File: config.mk
export PLATFORM = sky130hd
export DESIGN_NAME = game_state_ctrl
export DESIGN_NICKNAME = d
export VERILOG_FILES = /design/src/rtl/game_state_ctrl.sv
export SDC_FILE = /design/constraint.sdc
export NUM_CORES = 1
export LEC_CHECK = 0
export CORE_ASPECT_RATIO = 2
export CORE_MARGIN = 3
export CORE_UTILIZATION = 56
export DETAILED_ROUTE_END_ITERATION = 10
export PLACE_DENSITY = 0.79
export RECOVER_POWER = 25
export SLEW_MARGIN = 20
export SYNTH_ARGS = -nofsm -noshare
export SYNTH_HDL_FRONTEND = slang
export SYNTH_SLANG_ARGS = --single-unit
File: constraint.sdc
create_clock -name clk -period 6.5 [get_ports clk]
set_clock_uncertainty 0.2 [all_clocks]
set_input_delay 1.625 -clock clk [delete_from_list [all_inputs] [get_ports clk]]
set_output_delay 1.625 -clock clk [all_outputs]
set_load 0.005 [all_outputs]
File: src/rtl/game_state_ctrl.sv
// rtl/game_state_ctrl.sv - game flow controller: start, lives, score and timed respawn/wave/game-over phases
module game_state_ctrl #(
  parameter int LIVES_INIT     = 3,
  parameter int RESPAWN_FRAMES = 120,
  parameter int WAVE_FRAMES    = 60,
  parameter int OVER_FRAMES    = 180
) (
  input  logic       clk,
  input  logic       reset,
  input  logic       refresh_tick,
  input  logic       start,
  input  logic       alien_hit,
  input  logic       player_hit,
  input  logic       aliens_cleared,
  input  logic       invaded,
  output logic       play_en,
  output logic       wave_reset,
  output logic [1:0] lives,
  output logic [7:0] score,
  output logic [7:0] high_score,
  output logic [2:0] state
);

  typedef enum logic [2:0] {
    IDLE      = 3'd0,
    PLAYING   = 3'd1,
    RESPAWN   = 3'd2,
    WAVE_CLR  = 3'd3,
    GAME_OVER = 3'd4
  } state_t;

  localparam logic [1:0] LIVES_LD = 2'(LIVES_INIT);
  localparam logic [7:0] RESP_N   = 8'(RESPAWN_FRAMES);
  localparam logic [7:0] WAVE_N   = 8'(WAVE_FRAMES);
  localparam logic [7:0] OVER_N   = 8'(OVER_FRAMES);

  state_t     state_q, state_d;
  logic [7:0] frame_cnt, cnt_d, cnt_inc, score_d, high_d;
  logic [1:0] lives_d;
  logic       wave_d, start_prev, start_armed, start_edge;

  assign state   = state_q;
  assign cnt_inc = frame_cnt + 8'd1;
  // start_armed keeps a button held through reset from counting as a fresh press
  assign start_edge = refresh_tick & start & ~start_prev & start_armed;

  always_comb begin
    state_d = state_q;
    lives_d = lives;
    score_d = score;
    high_d  = high_score;
    cnt_d   = frame_cnt;
    wave_d  = 1'b0;
    case (state_q)
      IDLE: begin
        if (start_edge) begin
          state_d = PLAYING;
          lives_d = LIVES_LD;
          score_d = 8'd0;
          wave_d  = 1'b1;
        end
      end
      PLAYING: begin
        cnt_d = 8'd0;
        if (alien_hit && score != 8'hFF) score_d = score + 8'd1;
        if (invaded) begin
          state_d = GAME_OVER;
          lives_d = 2'd0;
        end else if (player_hit) begin
          lives_d = (lives == 2'd0) ? 2'd0 : lives - 2'd1;
          state_d = (lives <= 2'd1) ? GAME_OVER : RESPAWN;
        end else if (aliens_cleared) begin
          state_d = WAVE_CLR;
        end
        if (state_d == GAME_OVER && score_d > high_score) high_d = score_d;
      end
      RESPAWN: begin
        if (refresh_tick) begin
          cnt_d = cnt_inc;
          if (cnt_inc == RESP_N) state_d = PLAYING;
        end
      end
      WAVE_CLR: begin
        if (refresh_tick) begin
          cnt_d = cnt_inc;
          if (cnt_inc == WAVE_N) begin
            state_d = PLAYING;
            wave_d  = 1'b1;
          end
        end
      end
      GAME_OVER: begin
        if (refresh_tick) begin
          cnt_d = cnt_inc;
          if (cnt_inc == OVER_N) state_d = IDLE;
        end
      end
      default: state_d = IDLE;
    endcase
  end

  always_ff @(posedge clk or posedge reset) begin
    if (reset) begin
      state_q     <= IDLE;
      lives       <= 2'd0;
      score       <= 8'd0;
      high_score  <= 8'd0;
      frame_cnt   <= 8'd0;
      play_en     <= 1'b0;
      wave_reset  <= 1'b0;
      start_prev  <= 1'b0;
      start_armed <= 1'b0;
    end else begin
      state_q    <= state_d;
      lives      <= lives_d;
      score      <= score_d;
      high_score <= high_d;
      frame_cnt  <= cnt_d;
      play_en    <= (state_d == PLAYING);
      wave_reset <= wave_d;
      if (refresh_tick) begin
        start_prev <= start;
        if (!start) start_armed <= 1'b1;
      end
    end
  end

endmodule

==> results.json, run 1 <==
{
  "outcome": "complete, but fails checks",
  "violations": "capacitance limit, slew limit",
  "routed_wirelength_um": 4659,
  "fillers": 330,
  "die_x_um": 49.86,
  "ys_seq_area_frac": 0.3833,
  "port_buffers": 30,
  "hold_viol": 0,
  "reg2reg_depth": 10,
  "rows": 31,
  "antenna_found_initial": 0,
  "synth_cell_types": 62,
  "cts_resized": 0,
  "vias": 1717,
  "final_nets": 261,
  "crit_fanout": 8,
  "die-area_mm2": 0.004673,
  "syn_area_mm2": 0.002155,
  "wl_per_cell_um": 15.96,
  "area_delta_synth_final_pct": 17.77,
  "setup-tns-final_ps": 0,
  "vias_per_cell": 5.880,
  "syn-num-nets": 232,
  "numClockSinks": 33,
  "cts_tree": "built",
  "syn_inst": 213,
  "leakage_nw": 1.096,
  "grt.total_usage": 0.2177,
  "r2r_start": "score[0]",
  "fin_cells": 292,
  "antenna_cells": 0,
  "startpoint": "alien_hit",
  "numCtsBuffers": 5,
  "fmax_ghz": 0.2337,
  "worstSetupEndpointType": "register",
  "clock_latency_ps": 290,
  "power.density_mw_per_mm2": 230.5,
  "drt_first_pass_iters": 4,
  "grt_max_degree": 34,
  "synth-edff-count": 0,
  "start_kind": "input pin",
  "hold_path_depth": 1,
  "drive_above_1_share": 0.1276,
  "async_flop_share": 1.000,
  "worst_pin_slew_ps": 1778,
  "path_clk_slew_ps": 70,
  "synth_ff_type": "dfrtp_1",
  "placed_area_mm2": 0.002440,
  "cp.arrival_ps": 4250,
  "synth-seq-cells": 33,
  "setup_viol": 0,
  "postCtsHoldBufs": 0,
  "regArea_um2": 825.8,
  "rsz0062_at_grt": "false",
  "syn-mean-instance-area_um2": 10.12,
  "vdd_drop_max_uv": 166.1,
  "drt-initial-drc-count": 39,
  "grt_pass1_vias": 1787,
  "min_period_ps": 4278,
  "slew_headroom": -0.1853,
  "overflow": 0,
  "multi_input_area_mm2": 0.001176,
  "hold_class": "register to register",
  "start_util": 0.5909,
  "cp.required_ps": 6470,
  "r2r_slack_ps": 3250,
  "dpl.cell_count": 284,
  "fp.dieH_um": 93.72,
  "synth_warnings": 0,
  "cts_root_buf": "clkbuf_8",
  "drc": 0,
  "gp_congestion": 0.8568,
  "htreeDepth": 2,
  "max-cap-violations": 1,
  "slew_violations": 34,
  "io_pins": 31,
  "critical_path_class": "input pin to register",
  "core_mm2": 0.003646,
  "crit_path_end": "high_score[7]",
  "clk_path_buf_depth": 2,
  "final_cell_area_mm2": 0.002537,
  "r2r-end": "high_score[7]",
  "hpwl_um": 3511,
  "grt_pass1_wl_um": 7907,
  "ant_nets": 0,
  "post-cts-setup-buffer-count": 0,
  "finalCritPeriodShare": 0.6582
}
stage by stage:
stage,util,power (mW),worst slack (ps),hold slack (ps)
3_5_place_dp,0.6692,0.4175,1932,243.3
5_1_grt,0.6960,0.6159,2077,291.4
3_3_place_gp,0.6692,0.4126,2024,234.6
6_report,0.6960,0.5850,2222,253.7
2_1_floorplan,-,0.3746,2762,220.7
4_1_cts,0.6970,0.5890,2228,259.0
flip-flops by register name, summed over array words and instances (netlist names):
register,cells
score,8
frame_cnt,8
wave_reset,1
play_en,1
start_armed,1
start_prev,1
high_score,8
state,3
lives,2
critical path, cell delays in order:
cell	delay, ps
clkdlybuf4s50_1	550
nand4_1	180
o21bai_1	250
nand2_1	90
o21ai_0	150
ha_1	360
o211ai_1	140
a311oi_4	320
o211ai_4	210
mux2_1	360
worst min path at each step:
| stage | startpoint | endpoint | slack [ps] |
|---|---|---|---|
| 2_1_floorplan | start_armed | start_armed | 220 |
| 4_1_cts | start_armed | start_armed | 260 |
| 3_5_place_dp | start_armed | start_armed | 240 |
| 6_report | start_armed | start_armed | 250 |
| 5_1_grt | start_armed | start_armed | 290 |
| 3_3_place_gp | start_armed | start_armed | 230 |
per-layer routing:
| layer | global-route usage | up-vias | part of all wire |
|---|---|---|---|
| li1 | - | 831 | - |
| met1 | 0.2177 | 835 | 0.37 |
| met2 | 0.4181 | 40 | 0.57 |
| met3 | 0.03021 | 11 | 0.025 |
| met4 | 0.1109 | 0 | 0.034 |
| met5 | 0 | - | 0 |
cell families (layout without fill, tap and decap cells):
kind of cell    count (synthesis)  count (layout)  synth area share
flops                          33              33            0.3833
mux                            11              11           0.06736
compound gates                 60              60            0.2091
fa+ha+maj                      11              11           0.06388
simple gates                   65              65            0.1771
xor+xnor                        7               7           0.02846
buf+inv                        26              56           0.07084
cell usage in the layout, fill, tap and decap left out, types with 4 or more instances in the layout:
| master | instances |
|---|---|
| clkbuf_8 | 7 |
| nand4_1 | 5 |
| a21oi_1 | 11 |
| xor2_1 | 6 |
| ha_1 | 11 |
| nand2_1 | 15 |
| nor2b_1 | 4 |
| a22o_1 | 6 |
| dfrtp_1 | 33 |
| nand3_1 | 9 |
| mux2_4 | 6 |
| o21ai_0 | 13 |
| inv_1 | 15 |
| nor2_1 | 13 |
| clkdlybuf4s50_1 | 29 |
cells in the mapped netlist (2+ instances only):
cell | instances | share of area
inv_1 | 15 | 0.026
nand3_1 | 9 | 0.021
o22ai_1 | 2 | 0.0058
o31ai_1 | 2 | 0.0070
nor2b_1 | 4 | 0.012
o21ai_0 | 13 | 0.030
buf_2 | 2 | 0.0046
and4b_1 | 2 | 0.0093
o21a_1 | 2 | 0.0070
a21o_1 | 3 | 0.010
nand4_1 | 5 | 0.015
mux2_2 | 3 | 0.016
nor4b_1 | 2 | 0.0081
nor2_1 | 13 | 0.023
a21oi_1 | 11 | 0.026
nor3_1 | 2 | 0.0046
buf_6 | 4 | 0.021
buf_4 | 2 | 0.0070
a22o_1 | 6 | 0.024
dfrtp_1 | 33 | 0.38
mux2_4 | 6 | 0.042
nand2_1 | 15 | 0.026
o21ai_1 | 2 | 0.0046
o41ai_1 | 2 | 0.0081
ha_1 | 11 | 0.064
xor2_1 | 6 | 0.024
report_power, final:
part           leakage [nW]  internal (mW)  switching [mW]
sequential            0.433          0.228          0.0438
combinational         0.609         0.0732          0.0684
clock                0.0542         0.0957          0.0757
layout make-up:
cell class                 instances  share of cell area
multi-input combinational        154              0.4635
inverter                          17             0.02712
clock buffer                       7             0.03797
tap                               49             0.02416
sequential                        33              0.3254
timing repair buffer              31              0.1198
clock inverter                     1            0.001972
(Power assumes the default switching activity.)
==> run 2, diff against run 1 <==
Settings changed: CORE_UTILIZATION 56 to 49, PLACE_DENSITY 0.79 to 0.73.
Clock period 6.5 ns to 3.9 ns, I/O delays scaled along.
==> run 2 against run 1 <==
Against the previous run:
- the run still ends with capacitance limit, slew limit left
- via count grew 0.70%
- combinational power is 63% higher
- critical path depth increased by 1
- final area increased by 1.6%
- hold slack better by 0.81 ps
- routed wire length increased by 3.5%
- register-to-register slack got worse by 2600 ps
- die area increased by 13%
- flip-flop and latch count did not move
- first-iteration DRC count is 13% lower
- critical path type unchanged
- largest cell class unchanged
- largest power group unchanged
- highest routed layer unchanged
==> results.json, run 2 (same netlist as run 1, synthesis figures left out) <==
{
  "outcome": "complete, but fails checks",
  "violations": "capacitance limit, slew limit",
  "vias_per_cell": 5.802,
  "overflow": 0,
  "numClockSinks": 33,
  "hold_path_depth": 1,
  "slowest_stage": "clkdlybuf4s50_1",
  "vdd_drop_max_uv": 423.1,
  "leakage_nw": 1.117,
  "worstPathCellList": "clkdlybuf4s50_1, nand4_1, nor2_1, nand3_1, o21a_1, ha_1, a21oi_1, o21a_1, a311oi_4, o211ai_4, mux2_1",
  "area_delta_synth_final_pct": 19.69,
  "switching_share": 0.3022,
  "fp.dieH_um": 99.78,
  "post-cts-setup-buffer-count": 0,
  "final_common_cell": "dfrtp_1",
  "start_util": 0.5167,
  "worstSetupEndpointType": "register",
  "htreeDepth": 2,
  "setup-tns-final_ps": 0,
  "power.density_mw_per_mm2": 394.9,
  "grt_max_degree": 34,
  "critical_path_class": "input pin to register",
  "p_switching_mw": 0.3078,
  "drt-initial-drc-count": 34,
  "r2r_start": "score[3]",
  "r2r-end": "high_score[7]",
  "p_clk_frac": 0.329,
  "slew_headroom": -0.1874,
  "grt.total_usage": 0.2018,
  "wl_per_cell_um": 16.19,
  "drt_first_pass_iters": 4,
  "rsz0062_at_grt": "false",
  "finalCritPeriodShare": 0.9324,
  "pre_cts_slack_ps": -15.34,
  "die-area_mm2": 0.005277,
  "fin_ws_ps": 263.6,
  "min_period_ps": 3636,
  "vias": 1729,
  "antenna_cells": 0,
  "hold_end": "start_armed",
  "core_mm2": 0.004170,
  "cp.required_ps": 3870,
  "fmax_ghz": 0.2750,
  "final_cell_mix": "dfrtp_1 (33), clkdlybuf4s50_1 (29), nand2_1 (15), inv_1 (15)",
  "reg2reg_depth": 9,
  "grt_pass1_vias": 1685,
  "crit_top_cell": "o21a_1",
  "io_pins": 31,
  "drc": 0,
  "top_regs": "frame_cnt: 8 flops, high_score: 8 flops, score: 8 flops",
  "path_clk_slew_ps": 70,
  "hpwl_um": 3673,
  "worst_pin_slew_ps": 1781,
  "r2r_slack_ps": 670,
  "combPwrFrac": 0.228,
  "hp-start": "start_armed",
  "routed_wirelength_um": 4824,
  "final_cell_area_mm2": 0.002579,
  "setup_viol": 0,
  "cts_tree": "built",
  "cp_slowest_stage_delay_ps": 560,
  "antenna_found_initial": 0,
  "start_kind": "input pin",
  "numCtsBuffers": 5,
  "p_seq_frac": 0.444,
  "gp_congestion": 0.8383,
  "cts_root_buf": "clkbuf_8",
  "cp.arrival_ps": 3610,
  "final_nets": 264,
  "grt_pass1_wl_um": 7976,
  "max-cap-violations": 1,
  "crit_fanout": 8,
  "drive_above_1_share": 0.1341,
  "clk_path_buf_depth": 2,
  "clock_latency_ps": 280,
  "hold_class": "register to register",
  "hold_viol": 0,
  "slew_violations": 34,
  "rows": 33,
  "placed_area_mm2": 0.002466,
  "port_buffers": 30,
  "postCtsHoldBufs": 0,
  "holdWs_ps": 254.5,
  "die_x_um": 52.89,
  "cts_resized": 0,
  "internal-power_mw": 0.7106,
  "ant_nets": 0
}
==> run 2: cell types whose count changed in the layout (fill, tap and decap cells not counted) <==
cell	delta
buf_4	+3
bufinv_16	+1
clkbuf_1	+1
clkbuf_8	-1
clkinv_2	-1
==> run 2: area by class of cell <==
| cell class | count | area [µm²] |
|---|---|---|
| fill | 365 | 1592 |
| clock buffer | 7 | 86.33 |
| sequential | 33 | 825.8 |
| inverter | 17 | 68.82 |
| clock inverter | 1 | 30.03 |
| timing repair buffer | 34 | 326.6 |
| multi-input combinational | 154 | 1176 |
| tap | 52 | 65.06 |
==> run 2: routing by layer <==
layer,GRT usage,vias to the layer above,wire length (µm)
met4,0.09843,0,161
met3,0.03715,15,106
li1,-,844,-
met1,0.2146,840,1803
met2,0.3630,30,2754
met5,0,-,0
==> run 2: power groups by stage <==
stage / logic (mW) / clock network [mW] / registers [mW]
finish: 0.232 / 0.335 / 0.452
global route: 0.262 / 0.357 / 0.460
CTS: 0.236 / 0.343 / 0.451
detailed placement: 0.234 / 0 / 0.458
global placement: 0.230 / 0 / 0.457
floorplan: 0.204 / 0 / 0.421
==> run 2: worst max-delay path: cells and delay by family <==
kind	cells	cell delay, ps
multiplexers	1	350
buffers and inverters	1	560
AND/OR/NAND/NOR	3	450
AO/OA/AOI/OAI	5	950
adder cells (fa/ha/maj)	1	330
==> run 2: per-stage QoR <==
stage	std cells	total power, mW	utilization
final	298	1.018	0.6184
after global routing	298	1.078	0.6184
after CTS	298	1.030	0.6193
after detailed placement	290	0.6926	0.5914
after global placement	290	0.6871	0.5914
after floorplan	213	0.6243	-
==> run 2: how the worst max path moves through the flow <==
stage / startpoint / to / slack, ps / cells past startpoint
5_1_grt: alien_hit / high_score[7] / 50 / 11
3_5_place_dp: alien_hit / high_score[7] / -20 / 10
2_1_floorplan: alien_hit / high_score[7] / 810 / 8
3_3_place_gp: alien_hit / high_score[7] / 50 / 10
4_1_cts: alien_hit / high_score[7] / 270 / 11
6_report: alien_hit / high_score[7] / 260 / 11
==> run 3, diff against run 2 <==
Settings changed: ABC_AREA set to 1, ABC_CLOCK_PERIOD_IN_PS set to 3900.
==> run 3 against run 2 <==
Against the previous run:
- the flow still finishes with violations (capacitance limit, slew limit)
- cell count grew 20%
- critical path depth grew 5
- first-iteration DRC count grew 41%
- global-route usage grew 2.0 points
- combinational power grew to 3.2 times the previous value
- clock power shrank 28%
- synthesized cell count grew 27%
- flip-flop and latch count is the same
- final area shrank 2.1%
- critical endpoint is now high_score[2]
- largest cell class unchanged
==> results.json, run 3 <==
{
  "grt_pass1_wl_um": 8424,
  "hpwl_um": 3963,
  "p_seq_frac": 0.371,
  "outcome": "complete, but fails checks",
  "antenna_cells": 0,
  "cts_resized": 0,
  "synth_ff_type": "dfrtp_1",
  "core_mm2": 0.003964,
  "multi_input_area_mm2": 0.001092,
  "ant_nets": 0,
  "fmax_ghz": 0.3077,
  "fp.dieH_um": 98.07,
  "max-cap-violations": 1,
  "worstSetupEndpointType": "register",
  "critical_path_class": "input pin to register",
  "overflow": 0,
  "postCtsHoldBufs": 0,
  "vdd_drop_max_uv": 383.3,
  "setup-tns-final_ps": 0,
  "hold_end": "start_armed",
  "yosysMostFrequentCell": "nand2_1",
  "antenna_found_initial": 0,
  "ys_seq_area_frac": 0.3976,
  "gp_congestion": 0.8578,
  "finalCritPeriodShare": 0.8332,
  "synth_cell_types": 31,
  "slowest_stage": "clkdlybuf4s50_1",
  "r2r_slack_ps": 910,
  "path_clk_slew_ps": 70,
  "io_pins": 31,
  "regArea_um2": 825.8,
  "p_clk_frac": 0.153,
  "min_period_ps": 3250,
  "fillers": 359,
  "drc": 0,
  "numClockSinks": 33,
  "hold_path_depth": 2,
  "drive_above_1_share": 0.1368,
  "cts_tree": "built",
  "drt-initial-drc-count": 48,
  "clk_path_buf_depth": 2,
  "switching_share": 0.4151,
  "syn_inst": 270,
  "fin_cells": 358,
  "r2r_start": "score[1]",
  "rows": 32,
  "syn-num-nets": 289,
  "final_cell_mix": "nand2_1 (76), inv_1 (33), dfrtp_1 (33)",
  "worst_pin_slew_ps": 1801,
  "post-cts-setup-buffer-count": 0,
  "combPwrFrac": 0.476,
  "area_delta_synth_final_pct": 21.51,
  "final_cell_area_mm2": 0.002524,
  "slew_violations": 34,
  "synth_mux_area_frac": 0,
  "vias_per_cell": 5.246,
  "placed_area_mm2": 0.002454,
  "cts_root_buf": "clkbuf_8",
  "syn_area_mm2": 0.002077,
  "final_common_cell": "nand2_1",
  "violations": "capacitance limit, slew limit",
  "grt.total_usage": 0.2218,
  "holdWs_ps": 261.7,
  "hp-start": "start_armed",
  "hold_class": "register to register",
  "slew_headroom": -0.2004,
  "worstPathCellList": "clkdlybuf4s50_1, nand2_4, inv_4, nand2_1, nand2_1, inv_1, ha_1, nand2_1, nor2_1, nand3_1, nor2_1, nor2_1, nand2_1, buf_4, nand2_1, o21ai_2",
  "internal-power_mw": 0.9222,
  "power.density_mw_per_mm2": 624.7,
  "numCtsBuffers": 5,
  "vias": 1878,
  "synth-edff-count": 0,
  "p_switching_mw": 0.6544,
  "synth-compound-area-share": 0.1120,
  "cp.required_ps": 3910,
  "synth_top_family_by_area": "simple AND/OR/NAND/NOR gates",
  "cp_slowest_stage_delay_ps": 500,
  "hold_viol": 0,
  "grt_max_degree": 34,
  "crit_top_cell": "nand2_1",
  "die_x_um": 52.04,
  "setup_viol": 0,
  "synth_warnings": 0,
  "dpl.cell_count": 352,
  "routed_wirelength_um": 5075,
  "synth_fa_ha_area_frac": 0.06627,
  "r2r-end": "high_score[2]",
  "top_regs": "frame_cnt: 8 flops, high_score: 8 flops, score: 8 flops",
  "cp.arrival_ps": 3260,
  "grt_pass1_vias": 1905,
  "crit_fanout": 10,
  "yosys.area_share.simple": 0.3145,
  "port_buffers": 30,
  "drt_first_pass_iters": 4,
  "synth_top_area_frac": 0.3976,
  "die-area_mm2": 0.005103,
  "wl_per_cell_um": 14.18,
  "async_flop_share": 1.000,
  "rsz0062_at_grt": "false",
  "htreeDepth": 2,
  "yosys.area.top_type": "dfrtp_1",
  "synth_common_cells": "nand2_1 (76), dfrtp_1 (33), inv_1 (33)",
  "utilization": 0.6367,
  "final_nets": 327,
  "syn-mean-instance-area_um2": 7.693,
  "reg2reg_depth": 16,
  "leakage_nw": 1.199,
  "start_util": 0.5240,
  "clock_latency_ps": 280,
  "synth-xor-area-share": 0.03313,
  "post_synth_main_area_contributors": "dfrtp_1 (40%), nand2_1 (14%), ha_1 (6.6%), inv_1 (6.0%), nand3_1 (4.6%)",
  "synth-seq-cells": 33,
  "start_kind": "input pin"
}
## run 3: cell types whose count changed in the layout (fill, tap and decap cells not counted), moves of 5 or more
cell / change
inv_1: +18
o21ai_0: -5
a21oi_1: -5
a22o_1: -6
nand2_1: +61
nand3_1: +10
nand2_2: +8
mux2_4: -6
nor2_2: +5
o21ai_1: +5
## run 3: worst max-delay path: cells and delay by family
kind                       cells  cell delay, ps
adders and majority gates      1             260
AOI/OAI and AO/OA              1              50
and+or+nand+nor               10            1060
buffers and inverters          4             890
## run 3: routing by layer
layer | up-vias | wire [µm] | track usage
li1 | 947 | - | -
met1 | 872 | 1806 | 0.2126
met2 | 45 | 2963 | 0.4258
met3 | 14 | 138 | 0.03511
met4 | 0 | 167 | 0.1030
met5 | - | 0 | 0
## run 3: worst max-delay path by stage
stage	cells after the start	slack, ps	to	startpoint
after floorplan	14	1270	high_score[0]	alien_hit
after global placement	15	360	high_score[1]	alien_hit
after detailed placement	15	360	high_score[2]	alien_hit
after CTS	15	650	high_score[2]	alien_hit
after global routing	3	470	score[6]	reset
final	16	650	high_score[2]	alien_hit
## run 3: cell type report
class                   count  share of cell area
well taps                  51             0.02529
flip-flops and latches     33              0.3272
inverters                  39             0.05900
clock inverters             1            0.001983
repair buffers             33              0.1264
multi-input cells         196              0.4328
clock buffers               5             0.02727
## run 3: logic make-up after synthesis
logic type	after synthesis
flip-flops	33
AND/OR/NAND/NOR	141
AO/OA/AOI/OAI	37
XOR/XNOR	7
buffers and inverters	41
adder cells (fa/ha/maj)	11
## run 3: power by group through the flow
stage	combinational (mW)	clock, mW	sequential (mW)
floorplan	0.435	0	0.573
global placement	0.742	0	0.586
detailed placement	0.756	0	0.589
CTS	0.759	0.250	0.583
global route	0.840	0.259	0.602
finish	0.750	0.241	0.585
## run 3: stage by stage
stage / worst slack, ps / power (mW)
global placement: 364.8 / 1.329
floorplan: 1271 / 1.008
detailed placement: 362.5 / 1.345
CTS: 654.5 / 1.592
finish: 650.4 / 1.577
global route: 473.4 / 1.701
